File: src/rtl/grad_update.sv
// grad_update -- backward-path weight update for one feature/weight pair.
//
// Per sample: err = predicted - target, grad = 2*err*feature,
// weight -= grad >>> LR_SHIFT, with the new weight saturated to W_WIDTH.
// The err*feature product is built bit-serially, one feature bit per cycle.
//
// Build option: define GRAD_CLIP_EN to clamp delta to [-CLIP_MAG, CLIP_MAG]
// before the subtraction. Without it CLIP_MAG has no effect.
//
// Ports:
//   clk_i        clock, rising edge
//   rst_i        synchronous active-low reset
//   en_i         global enable; low freezes FSM and all registers
//   start_i      sample strobe, accepted only in IDLE
//   target_i     unsigned target label
//   predicted_i  signed prediction
//   feature_i    unsigned feature paired with this weight
//   wload_i      weight preload strobe, accepted only in IDLE (wins over start_i)
//   wdata_i      signed weight preload value
//   weight_o     current signed weight
//   err_o        signed error latched for the current sample
//   busy_o       high while a sample is in flight
//   done_o       one-cycle pulse on the edge weight_o takes its new value
//
// state | meaning
// IDLE  | waiting for wload_i / start_i
// LOAD  | form err from captured inputs, clear accumulator and bit counter
// MUL   | one feature bit per cycle: acc += err << cnt when bit set
// UPD   | phase 0: register saturated new weight; phase 1: commit, pulse done
module grad_update #(
    parameter int                        W_WIDTH    = 16,
    parameter int                        FEAT_WIDTH = 8,
    parameter int                        LR_SHIFT   = 10,
    parameter logic signed [W_WIDTH-1:0] W_INIT     = '0,
    parameter int                        CLIP_MAG   = 256
) (
    input  logic                        clk_i,
    input  logic                        rst_i,
    input  logic                        en_i,
    input  logic                        start_i,
    input  logic [3:0]                  target_i,
    input  logic signed [22:0]          predicted_i,
    input  logic [FEAT_WIDTH-1:0]       feature_i,
    input  logic                        wload_i,
    input  logic signed [W_WIDTH-1:0]   wdata_i,
    output logic signed [W_WIDTH-1:0]   weight_o,
    output logic signed [23:0]          err_o,
    output logic                        busy_o,
    output logic                        done_o
);

    localparam int CNT_W = (FEAT_WIDTH > 1) ? $clog2(FEAT_WIDTH) : 1;
    localparam int WX    = W_WIDTH + 34;

`ifdef GRAD_CLIP_EN
    localparam bit CLIP_ON = 1'b1;
`else
    localparam bit CLIP_ON = 1'b0;
`endif

    localparam logic signed [32:0]    CLIP_POS = 33'(CLIP_MAG);
    localparam logic signed [32:0]    CLIP_NEG = -CLIP_POS;
    localparam logic signed [WX-1:0]  W_MAX    = {{(WX-W_WIDTH+1){1'b0}}, {(W_WIDTH-1){1'b1}}};
    localparam logic signed [WX-1:0]  W_MIN    = {{(WX-W_WIDTH+1){1'b1}}, {(W_WIDTH-1){1'b0}}};
    localparam logic [CNT_W-1:0]      CNT_LAST = CNT_W'(FEAT_WIDTH - 1);

    typedef enum logic [1:0] {IDLE, LOAD, MUL, UPD} state_t;

    state_t                     state_q, state_d;
    logic signed [W_WIDTH-1:0]  weight_q, weight_d;
    logic signed [W_WIDTH-1:0]  wnew_q, wnew_d;
    logic signed [23:0]         err_q, err_d;
    logic signed [32:0]         acc_q, acc_d;
    logic [CNT_W-1:0]           cnt_q, cnt_d;
    logic signed [22:0]         pred_q, pred_d;
    logic [3:0]                 tgt_q, tgt_d;
    logic [FEAT_WIDTH-1:0]      feat_q, feat_d;
    logic                       busy_q, busy_d;
    logic                       done_q, done_d;
    logic                       upd_ph_q, upd_ph_d;

    logic signed [23:0]         err_c;
    logic signed [32:0]         err_ext_c, partial_c, grad_c, delta_c, delta_clip_c;
    logic signed [WX-1:0]       diff_c;
    logic signed [W_WIDTH-1:0]  wnew_c;

    assign err_c     = $signed({pred_q[22], pred_q}) - $signed({20'd0, tgt_q});
    assign err_ext_c = {{9{err_q[23]}}, err_q};
    assign partial_c = err_ext_c <<< cnt_q;
    assign grad_c    = acc_q <<< 1;
    assign delta_c   = grad_c >>> LR_SHIFT;

    always_comb begin
        delta_clip_c = delta_c;
        if (CLIP_ON) begin
            if (delta_c > CLIP_POS)
                delta_clip_c = CLIP_POS;
            else if (delta_c < CLIP_NEG)
                delta_clip_c = CLIP_NEG;
        end
    end

    // Wide enough that the subtraction itself can never wrap.
    assign diff_c = $signed({{(WX-W_WIDTH){weight_q[W_WIDTH-1]}}, weight_q})
                  - $signed({{(WX-33){delta_clip_c[32]}}, delta_clip_c});

    always_comb begin
        wnew_c = diff_c[W_WIDTH-1:0];
        if (diff_c > W_MAX)
            wnew_c = W_MAX[W_WIDTH-1:0];
        else if (diff_c < W_MIN)
            wnew_c = W_MIN[W_WIDTH-1:0];
    end

    always_comb begin
        state_d  = state_q;
        weight_d = weight_q;
        wnew_d   = wnew_q;
        err_d    = err_q;
        acc_d    = acc_q;
        cnt_d    = cnt_q;
        pred_d   = pred_q;
        tgt_d    = tgt_q;
        feat_d   = feat_q;
        busy_d   = busy_q;
        done_d   = done_q;
        upd_ph_d = upd_ph_q;
        if (en_i) begin
            done_d = 1'b0;
            case (state_q)
                IDLE: begin
                    if (wload_i) begin
                        weight_d = wdata_i;
                    end else if (start_i) begin
                        pred_d  = predicted_i;
                        tgt_d   = target_i;
                        feat_d  = feature_i;
                        busy_d  = 1'b1;
                        state_d = LOAD;
                    end
                end
                LOAD: begin
                    err_d   = err_c;
                    acc_d   = '0;
                    cnt_d   = '0;
                    state_d = MUL;
                end
                MUL: begin
                    if (feat_q[cnt_q])
                        acc_d = acc_q + partial_c;
                    cnt_d = cnt_q + CNT_W'(1);
                    if (cnt_q == CNT_LAST) begin
                        upd_ph_d = 1'b0;
                        state_d  = UPD;
                    end
                end
                UPD: begin
                    // Saturated result is registered first so the wide
                    // subtract/compare has a full cycle before the commit.
                    if (!upd_ph_q) begin
                        wnew_d   = wnew_c;
                        upd_ph_d = 1'b1;
                    end else begin
                        weight_d = wnew_q;
                        done_d   = 1'b1;
                        busy_d   = 1'b0;
                        upd_ph_d = 1'b0;
                        state_d  = IDLE;
                    end
                end
                default: state_d = IDLE;
            endcase
        end
    end

    always_ff @(posedge clk_i) begin
        if (!rst_i) begin
            state_q  <= IDLE;
            weight_q <= W_INIT;
            wnew_q   <= '0;
            err_q    <= '0;
            acc_q    <= '0;
            cnt_q    <= '0;
            pred_q   <= '0;
            tgt_q    <= '0;
            feat_q   <= '0;
            busy_q   <= 1'b0;
            done_q   <= 1'b0;
            upd_ph_q <= 1'b0;
        end else begin
            state_q  <= state_d;
            weight_q <= weight_d;
            wnew_q   <= wnew_d;
            err_q    <= err_d;
            acc_q    <= acc_d;
            cnt_q    <= cnt_d;
            pred_q   <= pred_d;
            tgt_q    <= tgt_d;
            feat_q   <= feat_d;
            busy_q   <= busy_d;
            done_q   <= done_d;
            upd_ph_q <= upd_ph_d;
        end
    end

    assign weight_o = weight_q;
    assign err_o    = err_q;
    assign busy_o   = busy_q;
    assign done_o   = done_q;

endmodule

File: config.mk
export PLATFORM = sky130hd
export DESIGN_NAME = grad_update
export DESIGN_NICKNAME = d
export VERILOG_FILES = /design/src/rtl/grad_update.sv
export SDC_FILE = /design/constraint.sdc
export NUM_CORES = 1
export LEC_CHECK = 0
export CAP_MARGIN = 10
export CORE_AREA = 5 5 163 149
export CTS_CLUSTER_DIAMETER = 100
export CTS_CLUSTER_SIZE = 24
export DETAILED_ROUTE_END_ITERATION = 16
export DIE_AREA = 0 0 168 154
export PLACE_DENSITY = 0.59
export REMOVE_ABC_BUFFERS = 1
export SYNTH_ARGS = -nofsm -noshare
export SYNTH_HDL_FRONTEND = slang
export SYNTH_SLANG_ARGS = --single-unit
File: constraint.sdc
create_clock -name clk_i -period 5.8 [get_ports clk_i]
set_input_delay 0.58 -clock clk_i [delete_from_list [all_inputs] [get_ports clk_i]]
set_output_delay 0.58 -clock clk_i [all_outputs]
set_load 0.005 [all_outputs]
; Word-level counts from Yosys, hierarchy flattened
; Cells that the tools add are included.
[classes]
bitwise_logic = 2
n_reduce_logical = 13
n_addsub = 4
n_mul = 0
magnitude_cmp = 3
div = 0
muxes = 24
shifts = 1
eq_ne = 10
[ops]
columns = operator, count
row1 = $pmux W33 S2, 1
row2 = $mux W16, 4
row3 = $add A33 B33 Y33, 1
row4 = $mux W33, 1
row5 = $sshl A24 B3 Y33, 1
row6 = $pmux W16 S2, 1
row7 = $gt A24 B16 Y1 const B, 1
row8 = $lt A24 B16 Y1 const B, 1
row9 = $sub A16 B23 Y24, 1
row10 = $sub A23 B5 Y24, 1
row11 = $ne A2 B2 Y1 const B, 6
row12 = $reduce_and A5 Y1, 2
row13 = $reduce_and A3 Y1, 3
row14 = $mux W1, 8
row15 = $mux W2, 4
row16 = $pmux W2 S4, 1
row17 = $reduce_and A4 Y1, 2
row18 = $pmux W3 S2, 1
row19 = $reduce_bool A2 Y1, 3
row20 = $eq A2 B2 Y1 const B, 2
row21 = $lt A3 B4 Y1 const B, 1
row22 = $pmux W1 S2, 2
row23 = $reduce_and A2 Y1, 2
row24 = $add A3 B1 Y3 const B, 1
row25 = 5 further kinds, 6
[word_totals]
memories = 0
in_bits = 56
ram_bits = 0
romBits = 0
output_inout_bits = 42
reg_bits = 132
latchBits = 0
elab_cells = 69

; Logic depth before layout (Yosys ltp)
; Gate-level depths: netlist of run 1.
[depth]
depth_word = 4
ltp_mapped = 17
ltp_nobuf = 14

; Worst setup path before layout of run 1
; Ideal clock, no wire load.
[synth_path]
path_type = reg2reg
start = reg cnt_q[1]
end = reg acc_q[31]
t_arrival_ps = 4145
synth_period_minus_slack_ps = 4207
stages_incl_launch_ff = 16
setup_slack_ps = 1593
required_ps = 5737
n_path_buf = 3
cell_sequence = dfxtp_1 clkbuf_1 clkbuf_1 mux2_2 mux4_2 ha_1 clkbuf_1 o21ai_1 o21bai_1 a221oi_2 o2111ai_1 nand2_1 a211oi_1 o31a_1 or4_1 nand3_1
[synth_via]
elab_chain_len = 4
word_cells_on_any_way = 8
classes_between = add/sub: 1 / eq/ne: 1 / shift: 1 / mux: 4 / reduce/logical: 1
[synth_lines]
columns = item, line_no
row1 = from (decl), 74  ; logic [CNT_W-1:0] cnt_q, cnt_d;
row2 = from (signal assigned), 196  ; cnt_q <= cnt_d;
row3 = $sshl A24 B3 Y33 / $bmux W1 S3 (equally long branches), "89, 149"
row4 = $add A33 B33 Y33 / $mux W1 (equally long branches), "150, 149"
row5 = $mux W33 / $ne A2 B2 Y1 (equally long branches), --
row6 = $pmux W33 S2 / $reduce_and A3 Y1 (equally long branches), --
row7 = to (signal assigned), 182  ; acc_q <= '0;
row8 = to (signal assigned), 195  ; acc_q <= acc_d;
row9 = to (decl), 73  ; logic signed [32:0] acc_q, acc_d;
; Parallel ways exist; a longest one is shown, timed or not. The select of a mux whose other input is x is not followed.
; A chain may end at the register's enable or synchronous reset.

; Worst setup path in the final report of run 1
[layout_path]
start = reg cnt_q[1]
end = reg acc_q[28]
; Same word-level chain as after synthesis.

==> metrics.txt, run 1 <==
Post-synth EDFFs 0; Worst-path clk slew 0.06 ns; Max-Cap Viols 0; H-tree depth 4; Post-Syn Area 0.00925 sq mm; initial antenna violation count 0; met3 Use GR 0.0388; Die W 168 um; Hold/Removal Path Class reg -> reg; Worst setup SP type flip-flop; CP max FO 26; Syn Inst Count 1167; CP max-delay cell dfxtp_1; grt peak-use layer met2; IO Port Bufs 97; CTS resizes 0; initial core utilization 0.415; Hold WS 0.456 ns; worst r2r path cells 12; Slew HR 0.334; crit-path cells mux2_2 -> mux4_2 -> ha_1 -> a21oi_1 -> o21ai_0 -> a211oi_1 -> a211o_1 -> a21oi_1 -> o31ai_1 -> a21boi_1 -> or3_1 -> a32o_1; Netlist cell types 77; GR Overflow Total 0; clock tree buffer depth 2; detailed-placement wirelength estimate 18000 um; routed vias 8334; n_diodes 0; final std cells w/o fill 1541; Skew-Pair Late Insertion Delay 0.43 ns; most used cell, CP a21oi_1; fillers 2174; worst hold stages 2; DIE HEIGHT 154 um; main flop type after synthesis dfxtp_1; Ports 98; Syn. warnings 0; required time of the critical path 6.12 ns; Reg2Reg Launch Point cnt_q[1]; via/cell ratio 5.41; layout cell share with drive strength beyond 1 0.0748; Post CTS Setup Buffer Count 0; Std-Cell Rows 52; asr flop ratio synth 0; Routed Antenna Nets 0; CTS buffer count 17; pin count of the biggest net entering global routing 63; GRT met1 Usage 0.251; CTS Hold Buffers Added 0; Mean Syn Cell Area 7.93 sq um; skew final 0.0139 ns; total power draw 2610 uW; hold endpoint feat_q[4]; Setup crit end kind flip-flop; RR Endpoint acc_q[28]; R2R Setup Slk 1.19 ns; root buf cell clkbuf_16; detailed-route wire length 23400 um; crit path kind reg -> reg; Max Freq 217 MHz; post-synthesis register bit count 131; final setup TNS 0 ns; area delta synth->final 19.3%; final worst-path cycle share 0.795; Leak Pwr 0.00402 uW; VDD IR-drop max 0.000138 V; status completed; vias in the first global route 7862; max incr delay on CP 0.97 ns; Final Wtd Congestion 0.875; Worst Hold Launch feat_q[4]; Worst Max-Slew Pin Slew 0.995 ns; gr usage total 0.179; count of final max-slew check failures 0; die area 0.0259 sq mm; first-pass GRT wire length 38900 um; DRT Pass-1 Iters 5; clock sinks 131; sequential-to-total area share from yosys stat 0.283; GRT met2 Usage 0.274; endpoints failing hold 0; WL per Instance 15.2 um; Residual DRC 0; Cell Pwr Density 236 mW/mm^2; dpl cells 1508; CTS tree done; Worst EP arrival 4.93 ns; unrepaired setup endpoints after global routing false; 1st-iter DRT viols 447; core area 0.0223 sq mm; final worst path period need 4.61 ns; Final Net Count 1354; Final setup viols 0
synth_stat cells, drive strengths merged (5+ instances only):
master | count | share of area
a211oi | 52 | 0.042
a21o | 14 | 0.011
a21oi | 90 | 0.049
a22oi | 18 | 0.015
a311oi | 5 | 0.0047
and3 | 5 | 0.0034
buf | 9 | 0.0050
clkbuf | 56 | 0.023
dfxtp | 131 | 0.28
ha | 64 | 0.087
inv | 55 | 0.022
mux2 | 18 | 0.022
mux2i | 33 | 0.036
mux4 | 10 | 0.024
nand2 | 143 | 0.058
nand2b | 18 | 0.012
nand3 | 28 | 0.016
nand4 | 10 | 0.0068
nor2 | 110 | 0.045
nor2b | 8 | 0.0054
nor3 | 18 | 0.010
nor3b | 5 | 0.0041
nor4 | 9 | 0.0068
o211ai | 8 | 0.0065
o21a | 9 | 0.0073
o21ai | 80 | 0.044
o21bai | 13 | 0.011
o22ai | 19 | 0.013
o31ai | 5 | 0.0055
or3 | 10 | 0.0073
or4 | 8 | 0.0073
xnor2 | 28 | 0.027
xor2 | 20 | 0.019
metal layers:
layer,vias up,wire [um]
li1,4384,-
met1,3772,12200
met2,152,9770
met3,26,997
met4,0,439
met5,-,0
cell usage in the layout (no fill, tap or decap), drive strengths merged, types with 19 or more instances in the layout:
master         netlist  routed
a21oi               90      90
clkbuf              56      20
o21ai               80      80
xor2                20      20
xnor2               28      28
dfxtp              131     131
nand2              143     143
nand3               28      28
o22ai               19      19
ha                  64      64
nor2               110     110
inv                 55      54
clkdlybuf4s50        0      97
mux2i               33      33
a211oi              52      52
where the power goes:
part,switching [uW],internal (uW)
Combinational,299,271
Sequential,36.5,931
Clock,415,654
Total,751,1860
worst max-delay path: cells and delay by family (launching register included):
kind	cells	cell delay, ns
AO/OA/AOI/OAI	8	1.91
adder cells (fa/ha/maj)	1	0.37
flip-flops	1	0.97
multiplexers	2	0.92
AND/OR/NAND/NOR	1	0.32
state kept, by name (all words and copies together) (netlist names):
name      cells
acc_q        32
busy_o        1
cnt_q         3
done_o        1
err_o        24
feat_q        8
pred_q       23
state_q       2
tgt_q         4
upd_ph_q      1
weight_o     16
wnew_q       16
worst max path at each step:
| stage | from | to | slack, ns |
|---|---|---|---|
| after floorplan | cnt_q[0] | acc_q[28] | 1.32 |
| after global placement | cnt_q[1] | acc_q[28] | 1.25 |
| after detailed placement | cnt_q[1] | acc_q[31] | 1.22 |
| after CTS | cnt_q[1] | acc_q[28] | 1.21 |
| after global routing | cnt_q[1] | acc_q[30] | 0.82 |
| final | cnt_q[1] | acc_q[28] | 1.19 |
layout make-up:
cell class	count	area, sq um	share of cell area
well taps	297	372	0.0337
repair buffers	110	1080	0.0974
multi-input cells	916	6180	0.559
clock buffers	20	457	0.0414
clock inverters	12	133	0.0120
flip-flops and latches	131	2620	0.237
inverters	55	208	0.0188
kinds of logic (layout without fill, tap and decap cells):
logic type / Yosys count / after routing / synth area share
buffers and inverters: 120 / 197 / 0.0500
multiplexers: 61 / 61 / 0.0819
flip-flops: 131 / 131 / 0.283
adder cells (fa/ha/maj): 67 / 67 / 0.0930
AND/OR/NAND/NOR: 387 / 387 / 0.194
XOR/XNOR: 48 / 48 / 0.0454
AO/OA/AOI/OAI: 353 / 353 / 0.252
stage by stage:
step,setup slack [ns],cell area (sq um),util
after floorplan,1.32,9000,-
after global placement,1.25,10400,0.468
after detailed placement,1.22,10400,0.468
after CTS,1.21,11000,0.494
after global routing,0.820,11000,0.495
final,1.19,11000,0.495
Note: power is estimated with default switching activity, not from simulation.
==> run 2, diff against run 1 <==
- clock period: 5.8 -> 4.3 ns (I/O delays scaled with it)
==> run 2 against run 1 <==
Largest cell class unchanged. Sequential cell count unchanged. Clock power increased by 32%. Power increased by 34%. Count of clock-buffer cells in the layout decreased by 1. Global-route usage increased by 0.15 points. Wire length increased by 1.4%. Critical path depth increased by 1. Register-to-register slack got worse by 0.92 ns. Critical endpoint is now acc_q[31]. Clock skew about the same. Largest power group unchanged. Cell count increased by 0.71%.
==> metrics.txt, run 2 (synthesis results as in run 1) <==
status completed; most frequent cells in the layout nand2_1, dfxtp_1, nor2_1; Routed Antenna Nets 0; Worst-path clk slew 0.07 ns; GRT met1 Usage 0.259; CP max FO 38; Worst Max-Slew Pin Slew 0.648 ns; detailed-placement wirelength estimate 18300 um; WL per Instance 15.3 um; initial core utilization 0.415; Die W 168 um; Hold/Removal Path Class reg -> reg; endpoints failing hold 0; Std-Cell Rows 52; detailed-route wire length 23700 um; Ports 98; area delta synth->final 20.1%; skew final 0.0141 ns; Setup crit end kind flip-flop; DIE HEIGHT 154 um; utilization after layout 0.498; n_diodes 0; final worst path period need 4.03 ns; clock sinks 131; CTS buffer count 17; Max Freq 248 MHz; 1st-iter DRT viols 376; Max-Cap Viols 0; worst r2r path cells 13; grt peak-use layer met2; Final Wtd Congestion 0.902; GR Overflow Total 0; met3 Use GR 0.0370; gr usage total 0.181; DP Area 0.0105 sq mm; die area 0.0259 sq mm; CTS Hold Buffers Added 0; fillers 2167; crit path setup slack, layout 0.269 ns; max FFs per register 32; crit path kind reg -> reg; Largest Register acc_q; Cell Pwr Density 315 mW/mm^2; Worst EP arrival 4.39 ns; Residual DRC 0; H-tree depth 4; core area 0.0223 sq mm; via/cell ratio 5.39; Post CTS Setup Buffer Count 0; initial antenna violation count 0; clock tree buffer depth 2; first-pass GRT wire length 39200 um; layout cell share with drive strength beyond 1 0.0837; Slew HR 0.568; pre-CTS WS 0.216 ns; Worst setup SP type flip-flop; worst hold stages 2; total power draw 3500 uW; IO Port Bufs 97; GRT met2 Usage 0.280; VDD IR-drop max 0.000182 V; Final Instance Area 0.0111 sq mm; DRT Pass-1 Iters 5; vias in the first global route 7900; Final setup viols 0; Final Net Count 1365; unrepaired setup endpoints after global routing false; root buf cell clkbuf_16; required time of the critical path 4.66 ns; routed vias 8366; Skew-Pair Late Insertion Delay 0.43 ns; final worst-path cycle share 0.937; pin count of the biggest net entering global routing 47; CTS tree done; Leak Pwr 0.00407 uW; count of final max-slew check failures 0; leading cell type in the layout, fill and taps excluded nand2_1
[run 2: repair_timing]
item / CTS / global route
setup endpoints to repair: 0 / 3
hold endpoints to repair: 0 / 0
resized for setup: 0 / 2
[run 2: worst paths after layout]
kind,to,startpoint,slack [ns]
min,wnew_q[15],wnew_q[15],0.45
min reg2reg,wnew_q[15],wnew_q[15],0.45
max,acc_q[31],cnt_q[1],0.27
max reg2reg,acc_q[31],cnt_q[1],0.27
[run 2: critical path, stage by stage (launching register included)]
cell       delay [ns]
dfxtp_1          0.35
buf_12           0.22
mux2_2           0.40
mux4_2           0.50
ha_1             0.41
and4_1           0.28
nand3_1          0.10
o41a_1           0.43
o2111ai_2        0.14
nand2_1          0.16
a211oi_1         0.29
nor4_1           0.10
or4_1            0.47
nand3_1          0.09
[run 2: final cells by class]
type	instances	area [sq um]	share of cell area
repair buffers	121	1160	0.105
flip-flops and latches	131	2620	0.236
inverters	55	208	0.0187
well taps	297	372	0.0334
clock buffers	19	443	0.0398
multi-input cells	916	6180	0.556
clock inverters	13	126	0.0114
[run 2: through the flow]
step	hold slack (ns)	std cells	TNS (ns)
5_1_grt	0.482	1552	0
2_1_floorplan	0.433	1102	-0.404
3_3_place_gp	0.444	1520	0
3_5_place_dp	0.447	1520	0
4_1_cts	0.456	1552	0
6_report	0.453	1552	0
[run 2: layer usage]
| metal | routed length (um) | up-vias |
|---|---|---|
| met5 | 0 | - |
| met4 | 172 | 0 |
| met3 | 1030 | 13 |
| met2 | 10200 | 153 |
| met1 | 12300 | 3783 |
| li1 | - | 4417 |
[run 2: report_power, final]
part	leakage [uW]	switching, uW	internal [uW]	total (uW)
logic	0.00274	410	372	782
clock network	0.000267	592	818	1410
registers	0.00106	49.1	1260	1300
==> patch 1: new RTL, flow settings as in run 2 <==
Re-encode `state_t` (4 states) as one-hot, 4 bits wide.
--- a/src/rtl/grad_update.sv
+++ b/src/rtl/grad_update.sv
@@ -64,7 +64,7 @@
     localparam logic signed [WX-1:0]  W_MIN    = {{(WX-W_WIDTH+1){1'b1}}, {(W_WIDTH-1){1'b0}}};
     localparam logic [CNT_W-1:0]      CNT_LAST = CNT_W'(FEAT_WIDTH - 1);
 
-    typedef enum logic [1:0] {IDLE, LOAD, MUL, UPD} state_t;
+    typedef enum logic [3:0] {IDLE = 4'b0001, LOAD = 4'b0010, MUL = 4'b0100, UPD = 4'b1000} state_t;
 
     state_t                     state_q, state_d;
     logic signed [W_WIDTH-1:0]  weight_q, weight_d;
Behaviour: no difference found for any inputs over 4 cycles, from zero or initial values and one cycle with rst_i low; so few cycles prove little.
==> patch 1 against run 2 <==
Critical path depth grew 1. Hold slack improved by 10 ps. Area after synthesis increased by 2.2%. Cell area rose by 2.7%. Setup slack better by 100 ps. Wire length down 1.3%. Critical endpoint unchanged. Sequential cell count rose by 2. Total power is 1.8% lower.
==> patch 1: results (changes against run 2) <==
- Vias: 8357 (-0.11%)
- ANT cells: 0 (unchanged)
- Post-synth EDFFs: 0 (unchanged)
- Latest clock arrival within the worst-skew pair: 430 ps (about the same)
- Max reg flops: 32 (unchanged)
- CTS buffer count: 17 (unchanged)
- Layout Nets: 1366 (+0.073%)
- All-Layer GR Usage: 18.3% (+0.28 points)
- Peak supply drop: 190 uV (+4.3%)
- Routability cong.: 0.924 (+2.5%)
- DRT Pass-1 Iters: 5 (unchanged)
- Layout filler cell count: 2179 (+0.55%)
- Max clock buf depth: 2 (unchanged)
- Sequential share of the synthesized area: 28.1% (-0.20 points)
- Vias in the first global route: 8070 (+2.2%)
- Place WS: 62.7 ps (-154 ps)
- Worst-Margin Slew: 980 ps (+332 ps)
- Status: complete, no violations
- CTS Root Cell: clkbuf_16
- FFs w/ async S/R, synth: 0% (unchanged)
- H-tree levels: 4 (unchanged)
- Initial DRC Count: 460 (+22%)
- WL per Instance: 15.0 um (-1.6%)
- Multi-input logic area: 0.00641 sq mm (+3.7%)
- Hold WC Path Type: register to register
- Distinct cells, synth: 74 (-3.9%)
- Biggest register: acc_q
- Leakage Power: 4.69 nW (+15%)
- First-pass GRT wire length: 40000 um (+2.2%)
- Synth area leaders: dfxtp_1 (28%), ha_1 (7.9%), nand2_1 (7.0%), a21boi_0 (4.5%), o21ai_0 (4.5%)
- CP max FO: 20 (-47%)
- Initial antenna violation count: 0 (unchanged)
- Clock skew: 11.4 ps (-2.67 ps)
- Hpwl dp: 17800 um (-2.7%)
- Buffers on Ports: 97 (unchanged)
- Crit path arrival time: 4250 ps (-140 ps)
- Layout cell share with drive strength beyond 1: 10.6% (+2.3 points)
- Largest net degree at the start of global routing: 106 (+130%)
- Clock transition at the registers of the reported paths: 60 ps
- Post-DRT Antenna Nets: 0 (unchanged)
- YS warnings: 0 (unchanged)
- Synth top cells by count: nand2_1 (176), dfxtp_1 (133), o21ai_0 (85)
-- patch 1: changes by cell type after synthesis, sizes merged, moves of 14 or more --
cell	delta
nor2	-55
a21boi	+54
nand2	+44
a211oi	-43
o211a	+34
a21oi	-32
nand3	+22
and2	+16
o22ai	-16
a22oi	-14
-- patch 1: routing by layer --
metal,vias up,part of all wire (%),global-route usage [%]
li1,4357,-,-
met2,165,44,29.3
met4,0,2.2,5.60
met1,3796,50,25.2
met5,-,0,0
met3,39,4.1,3.36
-- patch 1: worst max-delay path: stages, from the launching register on --
cell,delay [ps]
dfxtp_2,370
buf_12,170
mux2_2,380
mux4_2,490
ha_2,390
nand3_1,160
nor3_2,230
nand3_1,120
o2111a_1,290
o21a_1,220
o41ai_4,370
a31oi_1,150
xnor2_1,190
a21oi_1,90
a41o_1,210
-- patch 1: what timing repair did --
item | CTS | global route
resized for setup | 0 | 6
setup buffers | 0 | 0
endpoints found under the setup margin | 0 | 2
-- patch 1: cells by family (layout without fill, tap and decap cells) --
group | count (synthesis) | in the layout | share of synthesized area [%]
and+or+nand+nor | 412 | 412 | 20.7
AOI/OAI and AO/OA | 339 | 339 | 25.5
DFF | 133 | 133 | 28.1
buffers and inverters | 110 | 202 | 4.52
adders and majority gates | 63 | 63 | 8.57
muxes | 57 | 57 | 7.59
xor gates and xnor gates | 54 | 54 | 5.00
-- patch 1: area by class of cell --
type	count	share of cell area [%]
Clock buffer	17	3.73
Inverter	45	1.48
Clock inverter	15	1.46
Timing Repair Buffer	125	10.6
Tap cell	297	3.25
Sequential cell	133	23.3
Multi-Input combinational cell	925	56.2
-- patch 1: power by group --
group          leakage [nW]  internal [mW]  switching (mW)
Sequential             1.08           1.26          0.0330
Clock                 0.282          0.867           0.609
Combinational          3.33          0.315           0.347
Total                  4.69           2.44           0.989
-- patch 1: per-stage QoR --
| stage | instances | area [sq um] |
|---|---|---|
| after global routing | 1557 | 11400 |
| after detailed placement | 1524 | 10800 |
| after CTS | 1556 | 11400 |
| after floorplan | 1103 | 9200 |
| final | 1557 | 11400 |
| after global placement | 1524 | 10800 |
-- patch 1: worst paths after layout --
check                                         endpoint  slack, ps             startpoint  cells after the start
worst max-delay path            acc_q[31]$_SDFFE_PN0P_        370  cnt_q[1]$_SDFFE_PN0P_                     14
worst min-delay path             tgt_q[3]$_SDFFE_PN0P_        460  tgt_q[3]$_SDFFE_PN0P_                      2
worst max register to register  acc_q[31]$_SDFFE_PN0P_        370  cnt_q[1]$_SDFFE_PN0P_                     14
worst min register to register   tgt_q[3]$_SDFFE_PN0P_        460  tgt_q[3]$_SDFFE_PN0P_                      2
==> patch 2: new RTL, settings of run 2 <==
Made on the original files. Set the parameter `FEAT_WIDTH` to 4 (it was 8).
--- a/src/rtl/grad_update.sv
+++ b/src/rtl/grad_update.sv
@@ -29,7 +29,7 @@
 // UPD   | phase 0: register saturated new weight; phase 1: commit, pulse done
 module grad_update #(
     parameter int                        W_WIDTH    = 16,
-    parameter int                        FEAT_WIDTH = 8,
+    parameter int                        FEAT_WIDTH = 4,
     parameter int                        LR_SHIFT   = 10,
     parameter logic signed [W_WIDTH-1:0] W_INIT     = '0,
     parameter int                        CLIP_MAG   = 256
Interface: changed (resized feature_i); port bits go from 98 to 94. No check against the original RTL was run, so the function may have changed too.
==> patch 2 against run 2 <==
Sequential cell count decreased by 5. Area after synthesis down 9.1%. Wire length decreased by 11%. Critical path depth is the same. Sequential power shrank 3%. Cell area decreased by 7.7%. Setup slack improved by 240 ps. Total power decreased by 2.4%. Die area is the same. Non-clock buffer count down 10.
==> patch 2: results (changes against run 2) <==
- Status: complete, no violations
- Distinct cells, synth: 63 (-18%)
- Initial DRC Count: 308 (-18%)
- Cell Count, Final, Fillers Out: 1413 (-9.0%)
- First-pass GRT wire length: 35200 um (-10%)
- WHS: 457 ps (+4.18 ps)
- Met1 wire length: 11300 um (-8.7%)
- Peak supply drop: 202 uV (+11%)
- Crit path arrival time: 4130 ps (-260 ps)
- Synth Area in Compound Gates: 22.8% (-2.4 points)
- Mean number of vias per cell: 5.18 (-3.9%)
- Met1 GRT Util: 24.0% (-1.8 points)
- Max incr delay on CP: 530 ps (+30 ps)
- Met3 Usage GRT: 2.88% (-0.82 points)
- WL met2: 8590 um (-16%)
- CP Launch Point: cnt_q[0]$_SDFFE_PN0P_
- All-Layer GR Usage: 16.3% (-1.7 points)
- Met2 Use GR: 23.9% (-4.1 points)
- Hold Path Origin: tgt_q[3]$_SDFFE_PN0P_
- Hpwl dp: 15700 um (-14%)
- Layout cell share with drive strength beyond 1: 7.71% (-0.66 points)
- Routed wire length: 21100 um (-11%)
- Synth area leaders: dfxtp_1 (30%), ha_1 (9.4%), a21oi_1 (5.0%), nand2_1 (5.0%), mux4_2 (4.8%)
- Syn Inst Count: 1020 (-13%)
- Layout Nets: 1221 (-11%)
- Largest net degree at the start of global routing: 50 (+6.4%)
- Placed cell areas: 0.00966 sq mm (-8.3%)
- Total chip power: 3.41 mW (-2.4%)
- Sw power: 999 uW (-5.0%)
- Buffers on Ports: 93 (-4.1%)
- CP top delay family: compound AO/OA/AOI/OAI gates
- Sequential share of power: 36.9% (-0.4 points)
- Fin crit share: 88.1% (-5.7 points)
- Clk network pwr share: 42.0% (+1.7 points)
- Mux cell area share after synthesis: 8.43% (+0.24 points)
- CP max FO: 14 (-63%)
- Leakage Power: 3.79 nW (-6.9%)
- Post-Synth Adder-Cell Area: 10.1% (+0.78 points)
- Worst-Margin Slew: 1060 ps (+417 ps)
- Clock skew: 9.91 ps (-4.17 ps)
patch 2: changes by cell type in the layout (fill, tap and decap cells not counted), sizes merged, moves of 8 or more:
cell,run 2,this run
nand3,28,16
o21ai,80,52
nand2,143,111
mux2,18,3
inv,58,48
a211oi,52,36
mux4,10,18
nor2b,8,20
patch 2: cells by family after synthesis:
group                    count (synthesis)
AO/OA/AOI/OAI                          294
adder cells (fa/ha/maj)                 66
AND/OR/NAND/NOR                        341
buffers and inverters                   91
XOR/XNOR                                54
multiplexers                            48
flip-flops                             126
patch 2: final cells by class:
cell class / count / area [sq um] / share of cell area, %
clock inverter: 15 / 161 / 1.57
tap: 297 / 372 / 3.62
sequential: 126 / 2520 / 24.6
inverter: 44 / 165 / 1.61
multi-input combinational: 803 / 5550 / 54.0
timing repair buffer: 111 / 1070 / 10.5
clock buffer: 17 / 425 / 4.14
patch 2: tightest hold or removal path, cell delays in order, from the launching register on:
cell	delay, ps
dfxtp_1	310
nand2_1	50
a21oi_1	50
